## config.mk

```make
export PLATFORM = sky130hd
export DESIGN_NAME = uram_port_arbiter
export DESIGN_NICKNAME = d
export VERILOG_FILES = /design/src/rtl/uram_port_arbiter.sv
export SDC_FILE = /design/constraint.sdc
export NUM_CORES = 1
export LEC_CHECK = 0
export BUFFER_PORTS_ARGS = -buffer_cell sky130_fd_sc_hd__buf_2
export CAP_MARGIN = 20
export CORE_AREA = 4 4 184 186
export DETAILED_ROUTE_END_ITERATION = 12
export DIE_AREA = 0 0 188 190
export SETUP_SLACK_MARGIN = 0.1
export SYNTH_ARGS = -nofsm -noshare
export SYNTH_HDL_FRONTEND = slang
export SYNTH_SLANG_ARGS = --single-unit
```

## constraint.sdc

```tcl
create_clock -name clk -period 3.55 [get_ports clk]
set_input_delay 0.355 -clock clk [delete_from_list [all_inputs] [get_ports clk]]
set_output_delay 0.355 -clock clk [all_outputs]
set_load 0.02 [all_outputs]
```

## src/rtl/uram_port_arbiter.sv

```systemverilog
// Lookup/config arbiter and read-tag sequencer for one UltraRAM port.
// Optional power-up table clear is enabled with `define URAM_ARB_INIT_EN.
module uram_port_arbiter #(
    parameter int AWIDTH     = 12,
    parameter int DWIDTH     = 72,
    parameter int NBPIPE     = 3,
    parameter int STARVE_MAX = 7
) (
    input  logic              clk,
    input  logic              rstn,
    input  logic              lk_req_valid,
    output logic              lk_req_ready,
    input  logic              lk_req_we,
    input  logic [AWIDTH-1:0] lk_req_addr,
    input  logic [DWIDTH-1:0] lk_req_wdata,
    output logic              lk_rsp_valid,
    output logic [DWIDTH-1:0] lk_rsp_data,
    input  logic              cf_req_valid,
    output logic              cf_req_ready,
    input  logic              cf_req_we,
    input  logic [AWIDTH-1:0] cf_req_addr,
    input  logic [DWIDTH-1:0] cf_req_wdata,
    output logic              cf_rsp_valid,
    output logic [DWIDTH-1:0] cf_rsp_data,
    output logic              ram_en,
    output logic              ram_we,
    output logic [AWIDTH-1:0] ram_addr,
    output logic [DWIDTH-1:0] ram_din,
    output logic              ram_regce,
    output logic              ram_rst,
    input  logic [DWIDTH-1:0] ram_dout,
    output logic              init_done
);

    localparam int         DEPTH      = NBPIPE + 2;
    localparam logic [7:0] STARVE_LIM = 8'(STARVE_MAX);

    typedef enum logic {ST_INIT = 1'b0, ST_RUN = 1'b1} state_t;

`ifdef URAM_ARB_INIT_EN
    localparam state_t RESET_STATE = ST_INIT;
    logic [AWIDTH:0] init_cnt_r;
`else
    localparam state_t RESET_STATE = ST_RUN;
`endif

    state_t              state_r;
    state_t              state_nxt_s;
    logic [7:0]          starve_cnt_r;
    logic                starve_hit_s;
    logic                run_s;
    logic                lk_grant_s;
    logic                cf_grant_s;
    logic                acc_s;
    logic                sel_we_s;
    logic [AWIDTH-1:0]   sel_addr_s;
    logic [DWIDTH-1:0]   sel_wdata_s;
    logic                ram_en_r;
    logic                ram_we_r;
    logic                ram_src_r;
    logic [AWIDTH-1:0]   ram_addr_r;
    logic [DWIDTH-1:0]   ram_din_r;
    logic [DEPTH-1:0]    lk_tag_r;
    logic [DEPTH-1:0]    cf_tag_r;
    logic                init_done_r;

    // Grant decision: lookup wins unless config has waited STARVE_MAX lookup grants
    always_comb begin
        starve_hit_s = (starve_cnt_r == STARVE_LIM);
        run_s        = rstn && (state_r == ST_RUN);
        if (run_s) begin
            lk_grant_s = lk_req_valid && !(cf_req_valid && starve_hit_s);
            cf_grant_s = cf_req_valid && !(lk_req_valid && !starve_hit_s);
        end else begin
            lk_grant_s = 1'b0;
            cf_grant_s = 1'b0;
        end
        acc_s = lk_grant_s || cf_grant_s;
    end

    // Command mux of the granted requester
    always_comb begin
        sel_we_s    = lk_req_we;
        sel_addr_s  = lk_req_addr;
        sel_wdata_s = lk_req_wdata;
        if (cf_grant_s) begin
            sel_we_s    = cf_req_we;
            sel_addr_s  = cf_req_addr;
            sel_wdata_s = cf_req_wdata;
        end else begin
            sel_we_s    = lk_req_we;
            sel_addr_s  = lk_req_addr;
            sel_wdata_s = lk_req_wdata;
        end
    end

    // Next-state logic: INIT leaves once the sweep counter has passed the last address
    always_comb begin
        state_nxt_s = state_r;
        case (state_r)
            ST_INIT: begin
`ifdef URAM_ARB_INIT_EN
                if (init_cnt_r[AWIDTH]) begin
                    state_nxt_s = ST_RUN;
                end else begin
                    state_nxt_s = ST_INIT;
                end
`else
                state_nxt_s = ST_RUN;
`endif
            end
            ST_RUN:  state_nxt_s = ST_RUN;
            default: state_nxt_s = RESET_STATE;
        endcase
    end

    // State register and init_done flag
    always_ff @(posedge clk) begin
        if (!rstn) begin
            state_r     <= RESET_STATE;
            init_done_r <= 1'b0;
        end else begin
            state_r <= state_nxt_s;
            if (state_nxt_s == ST_RUN) begin
                init_done_r <= 1'b1;
            end else begin
                init_done_r <= init_done_r;
            end
        end
    end

`ifdef URAM_ARB_INIT_EN
    // Clear-sweep address counter; the extra top bit marks sweep completion
    always_ff @(posedge clk) begin
        if (!rstn) begin
            init_cnt_r <= '0;
        end else if (state_r == ST_INIT && !init_cnt_r[AWIDTH]) begin
            init_cnt_r <= init_cnt_r + {{AWIDTH{1'b0}}, 1'b1};
        end else begin
            init_cnt_r <= init_cnt_r;
        end
    end
`endif

    // Starvation counter for the config requester
    always_ff @(posedge clk) begin
        if (!rstn) begin
            starve_cnt_r <= 8'd0;
        end else if (!cf_req_valid || cf_grant_s) begin
            starve_cnt_r <= 8'd0;
        end else if (lk_grant_s && !starve_hit_s) begin
            starve_cnt_r <= starve_cnt_r + 8'd1;
        end else begin
            starve_cnt_r <= starve_cnt_r;
        end
    end

    // Registered RAM command; address/data hold when idle
    always_ff @(posedge clk) begin
        if (!rstn) begin
            ram_en_r   <= 1'b0;
            ram_we_r   <= 1'b0;
            ram_src_r  <= 1'b0;
            ram_addr_r <= '0;
            ram_din_r  <= '0;
        end else if (acc_s) begin
            ram_en_r   <= 1'b1;
            ram_we_r   <= sel_we_s;
            ram_src_r  <= cf_grant_s;
            ram_addr_r <= sel_addr_s;
            ram_din_r  <= sel_wdata_s;
`ifdef URAM_ARB_INIT_EN
        end else if (state_r == ST_INIT && !init_cnt_r[AWIDTH]) begin
            ram_en_r   <= 1'b1;
            ram_we_r   <= 1'b1;
            ram_src_r  <= 1'b0;
            ram_addr_r <= init_cnt_r[AWIDTH-1:0];
            ram_din_r  <= '0;
`endif
        end else begin
            ram_en_r   <= 1'b0;
            ram_we_r   <= 1'b0;
            ram_src_r  <= 1'b0;
            ram_addr_r <= ram_addr_r;
            ram_din_r  <= ram_din_r;
        end
    end

    // Read tags ride alongside the RAM pipeline; one shift register per requester
    always_ff @(posedge clk) begin
        if (!rstn) begin
            lk_tag_r <= '0;
            cf_tag_r <= '0;
        end else begin
            lk_tag_r <= {lk_tag_r[DEPTH-2:0], ram_en_r & ~ram_we_r & ~ram_src_r};
            cf_tag_r <= {cf_tag_r[DEPTH-2:0], ram_en_r & ~ram_we_r &  ram_src_r};
        end
    end

    assign lk_req_ready = lk_grant_s;
    assign cf_req_ready = cf_grant_s;
    assign lk_rsp_valid = lk_tag_r[DEPTH-1];
    assign cf_rsp_valid = cf_tag_r[DEPTH-1];
    assign lk_rsp_data  = ram_dout;
    assign cf_rsp_data  = ram_dout;
    assign ram_en       = ram_en_r;
    assign ram_we       = ram_we_r;
    assign ram_addr     = ram_addr_r;
    assign ram_din      = ram_din_r;
    assign ram_regce    = 1'b1;
    assign ram_rst      = ~rstn;
    assign init_done    = init_done_r;

endmodule

```

## Word-level counts from Yosys, hierarchy flattened

Cells that the tools add are included.

| storage, ports and cells | value |
|---|---|
| word-level logic and storage cells | 37 |
| output and inout bits | 237 |
| register bits after elaboration | 106 |

| operators by class | value |
|---|---|
| reductions and logical operators | 13 |
| muxes and demuxes | 7 |
| bitwise operators | 6 |
| equal/unequal tests | 1 |
| $add $sub $neg | 1 |

Operators with widths:

| kind | count |
|---|---|
| $mux 72 | 1 |
| $mux 12 | 1 |
| $add 8x1->8 const B | 1 |
| $eq 8x3->1 const B | 1 |
| $logic_and 1x1->1 | 5 |
| $mux 1 | 5 |
| $logic_not 1->1 | 4 |
| $and 1x1->1 | 3 |
| $not 1->1 | 3 |
| $logic_or 1x1->1 | 2 |
| $reduce_and 2->1 | 1 |
| $reduce_or 2->1 | 1 |

## Depth between registers and ports, before layout

| logic depth | value |
|---|---|
| word-level depth | 8 |
| gate-level depth with buffers | 6 |
| gate-level depth less buffers | 4 |

## Worst setup path after synthesis

OpenSTA, ideal clock, no wires.

| timing | value |
|---|---|
| path type | register to register |
| start point | reg starve_cnt_r[0] |
| end point | reg ram_din_r[13] (netlist: ram_din[13]) |
| path slack | 1.790 ns |
| arrival | 1.701 ns |
| required time | 3.491 ns |
| stages on the path, launching flop included | 7 |
| period minus slack after synthesis | 1.760 ns |
| path through | dfxtp_1 ha_1 and4bb_2 nand3_1 clkbuf_1 clkbuf_1 o221a_2 |

| between the ends | value |
|---|---|
| cells in the longest elaborated chain, start to end | 7 |
| elaborated cells between the ends (all ways) | 12 |
| those cells by class | 1 x eq/ne; 3 x mux; 8 x reduce/logical |

RTL lines:

| element | line | text |
|---|---|---|
| start: declaration | 49 | `logic [7:0] starve_cnt_r;` |
| start signal: assignment | 152 | `starve_cnt_r <= starve_cnt_r + 8'd1;` |
| start signal: assignment | 154 | `starve_cnt_r <= starve_cnt_r;` |
| $eq 8x3->1 (*) | 69 | `starve_hit_s = (starve_cnt_r == STARVE_LIM);` |
| $logic_not 1->1 | 73 | `cf_grant_s = cf_req_valid && !(lk_req_valid && !starve_hit_s);` |
| $logic_and 1x1->1 | 73 |  |
| $logic_not 1->1 | 73 |  |
| $logic_and 1x1->1 | 73 |  |
| $mux 1 | 71 | `if (run_s) begin` |
| $mux 72 or $logic_or 1x1->1 (tied branches) | 86, 78 |  |
| end signal: assignment | 171 | `ram_din_r <= sel_wdata_s;` |
| end signal: assignment | 185 | `ram_din_r <= ram_din_r;` |
| end: declaration | 62 | `logic [DWIDTH-1:0] ram_din_r;` |

Every way passes the cells marked *; elsewhere a longest branch is shown, timed or not.
A chain may end at the register's enable or synchronous reset.

## Worst setup path after layout

| timing | value |
|---|---|
| start point | reg starve_cnt_r[3] |
| end point | reg ram_din_r[51] (netlist: ram_din[51]) |

Same word-level chain as after synthesis.

==> run_results.csv <==
group,metric,value,unit
run_status,status,"finished, final reports clean",
floorplanning,initial_core_util,18.53,%
detailed_routing,drt_first_iter_violations,297,
layout,final_core_util,21.71,%
power_and_ir_drop,power_frac_clock,36.9,%
placement,dp_cells,1130,
power_and_ir_drop,swShare,30.28,%
sta,finClkSkew,0.01024,ns
sta,max_freq,0.4090,GHz
placement,placed_area,6666,um2
cts,cts_setup_buffers,0,
detailed_routing,wl_met3,1309,um
logic_synthesis,synth.net_count,853,
sta,drv_slew,0,
detailed_routing,highest_layer,"met4",
cts,clockRootBuffer,"clkbuf_16",
cts,clock-sinks,106,
logic_synthesis,synth.distinct_cells,34,
logic_synthesis,synth_top_area_share,35.46,%
hold_path,min_path_type,"in2reg",
sta,setup_violations,0,
layout,final_area,7009,um2
logic_synthesis,synthCells,606,
power_and_ir_drop,p_comb_share,19.8,%
logic_synthesis,syn_area_per_cell,9.875,um2
logic_synthesis,synthFlopType,"dfxtp_1",
layout,post_route_cells_drive_above_1_share,51.56,%
logic_synthesis,ys_seq_elements,106,
global_routing,grt_pass1_wl,28890,um
layout,instances_no_fill,1148,
worst_setup_path,crit_family,"simple AND/OR/NAND/NOR gates",
cts,clkTransAtPathRegs,0.09,ns
cts,clk-insertion-delay-late,0.36,ns
detailed_routing,antenna_left,0,
layout,nets,946,
worst_setup_path,cp_num_buf_inv,1,
detailed_routing,via_per_inst,4.291,
power_and_ir_drop,ir_drop,200.0,uV
cts,ctsResizeCount,0,
worst_setup_path,crit_type,"reg2reg",
sta,setup_tns,0,ns
placement,io_buffers,265,
logic_synthesis,mappedNetlistArea,5984,um2
logic_synthesis,synthSimpleGateAreaFrac,3.429,%
logic_synthesis,synthArstFlopShare,0,%
floorplanning,ios,483,
detailed_routing,drt_pass1_iterations,4,
detailed_routing,wl_per_cell,17.24,um
floorplanning,die_y,190,um
worst_setup_path,setup.worst_path.end_class,"flop",
cts,cts_tree,"done",
worst_setup_path,worstPathMaxFanout,43,
power_and_ir_drop,p_switching,917.8,uW
global_routing,grt_usage,10.29,%
logic_synthesis,synth_area_leader_cell,"dfxtp_1",
logic_synthesis,synth.mux.area_fraction,14.05,%
floorplanning,dieArea,35720,um2
flow_run,max_cap_violations,0,
global_routing,grt_pass1_vias,4828,
floorplanning,die_w,188,um
sta,rsz0062_at_grt,"no",
sta,fin_crit_sh,68.87,%
power_and_ir_drop,powerDensity,432.5,nW/um2
sta,post-route-min-period,2.445,ns
worst_setup_path,cp-start-kind,"flop",
detailed_routing,wl_met1,8224,um
sta,hold_viol,0,
worst_setup_path,crit_chain,"nor3_1, nand3_4, buf_4, o221a_2",
power_and_ir_drop,p_int,2.113,mW
cts,numCtsBuffers,9,
logic_synthesis,synth_compound_area_share,24.29,%
cts,htree_levels,3,
sta,slew_headroom,55.96,%
logic_synthesis,synth_top_family_by_area,"compound AO/OA/AOI/OAI gates",
worst_setup_path,cp_slowest_cell,"nor3_1",
worst_setup_path,cp.arrival,2.70,ns
worst_setup_path,required,3.80,ns
floorplanning,num_rows,66,
detailed_routing,met2_wirelength,9584,um
power_and_ir_drop,finalPower,3.031,mW
floorplanning,coreArea,32290,um2
cts,hold_buffers,0,
detailed_routing,num_vias,4926,
cts,cts_buffer_depth,2,
placement,gp_congestion,0.7509,
logic_synthesis,synthAdderAreaFrac,0.2091,%
detailed_routing,totalWireLength,19790,um
logic_synthesis,ys.warnings.count,0,
placement,hpwl,14450,um
logic_synthesis,yosysSeqAreaShare,35.46,%
detailed_routing,drc,0,
logic_synthesis,synthXorXnorAreaFrac,0.4391,%
global_routing,grt_overflow,0,
worst_setup_path,critPathMaxStageDelay,0.54,ns
logic_synthesis,synth_edf_count,0,
global_routing,grt_antenna_before_repair,2,
logic_synthesis,synthTopCellsByArea,"dfxtp_1 35%, buf_4 19%, mux2i_1 14%",
power_and_ir_drop,seq_power_share,43.3,%
power_and_ir_drop,p_leak,3.184,nW
sta,worst_pin_slew,0.6606,ns
layout,area_growth,17.12,%
global_routing,grt_max_degree,63,
[worst register-to-register path, stage by stage, from the launching register on]
cell	delay, ns
dfxtp_1	0.36
nor3_1	0.54
nand3_4	0.54
buf_4	0.51
o221a_2	0.38
[layout by cell type, fill, tap and decap left out, types with 4 or more instances in the layout]
cell	instances
buf_4	9
o221a_1	16
mux2i_1	84
nand3_1	5
dfxtp_1	106
a21oi_1	89
clkbuf_16	9
o221a_2	68
and2_1	8
clkinv_8	4
buf_2	264
nor2_1	5
[final timing paths]
path | from | to | slack, ns | cells past startpoint
setup reg to reg | starve_cnt_r[3] | ram_din[51] | 1.11 | 4
hold / removal | lk_req_wdata[38] | ram_din[38] | 0.25 | 2
setup / recovery | starve_cnt_r[3] | ram_din[51] | 1.11 | 4
hold reg to reg | ram_src_r | lk_tag_r[0] | 0.43 | 1
[per-stage QoR]
stage / hold WS [ns] / worst slack, ns
detailed placement: 0.4181 / 1.116
global route: 0.2225 / 0.8872
CTS: 0.2229 / 1.092
global placement: 0.4068 / 1.140
floorplan: 0.3827 / 1.790
finish: 0.2499 / 1.105
[kinds of logic after synthesis]
group,count (synthesis)
muxes,84
other,1
buffers and inverters,196
xor gates and xnor gates,3
DFF,106
AOI/OAI and AO/OA,181
and+or+nand+nor,34
adders and majority gates,1
[area by class of cell]
| type | instances | area, um2 |
|---|---|---|
| Tap cell | 442 | 553.0 |
| Inverter | 4 | 16.27 |
| Sequential cell | 106 | 2122 |
| Clock inverter | 7 | 112.6 |
| Timing Repair Buffer | 274 | 1409 |
| Multi-Input combinational cell | 304 | 2566 |
| Antenna cell | 2 | 5.005 |
| Fill cell | 3599 | 25280 |
| Clock buffer | 9 | 225.2 |
[cells in the mapped netlist (all sizes together) (2+ instances only)]
cell type	count
o21ai	2
mux2i	84
or4	2
o31ai	2
nor3	3
xor2	2
buf	164
clkbuf	28
o221a	84
dfxtp	106
a21oi	89
nor2	5
nand3	6
nand2	3
and2	8
inv	4
[per-layer routing]
layer | vias to the layer above | GRT usage, %
li1 | 2303 | -
met1 | 2361 | 12.10
met2 | 202 | 16.96
met3 | 60 | 3.119
met4 | 0 | 5.336
met5 | - | 0
[flip-flops by register name, indices dropped and copies added (netlist names)]
| signal | count |
|---|---|
| lk_tag_r | 5 |
| ram_en | 1 |
| ram_din | 72 |
| init_done | 1 |
| ram_addr | 12 |
| ram_we | 1 |
| ram_src_r | 1 |
| starve_cnt_r | 8 |
| cf_tag_r | 5 |
[power groups by stage]
| stage | combinational [mW] | sequential (mW) | clock (mW) |
|---|---|---|---|
| global route | 0.649 | 1.32 | 1.21 |
| finish | 0.601 | 1.31 | 1.12 |
| floorplan | 0.492 | 1.43 | 0 |
| detailed placement | 0.605 | 1.34 | 0 |
| global placement | 0.593 | 1.34 | 0 |
| CTS | 0.605 | 1.31 | 1.18 |
(Power assumes the default switching activity.)
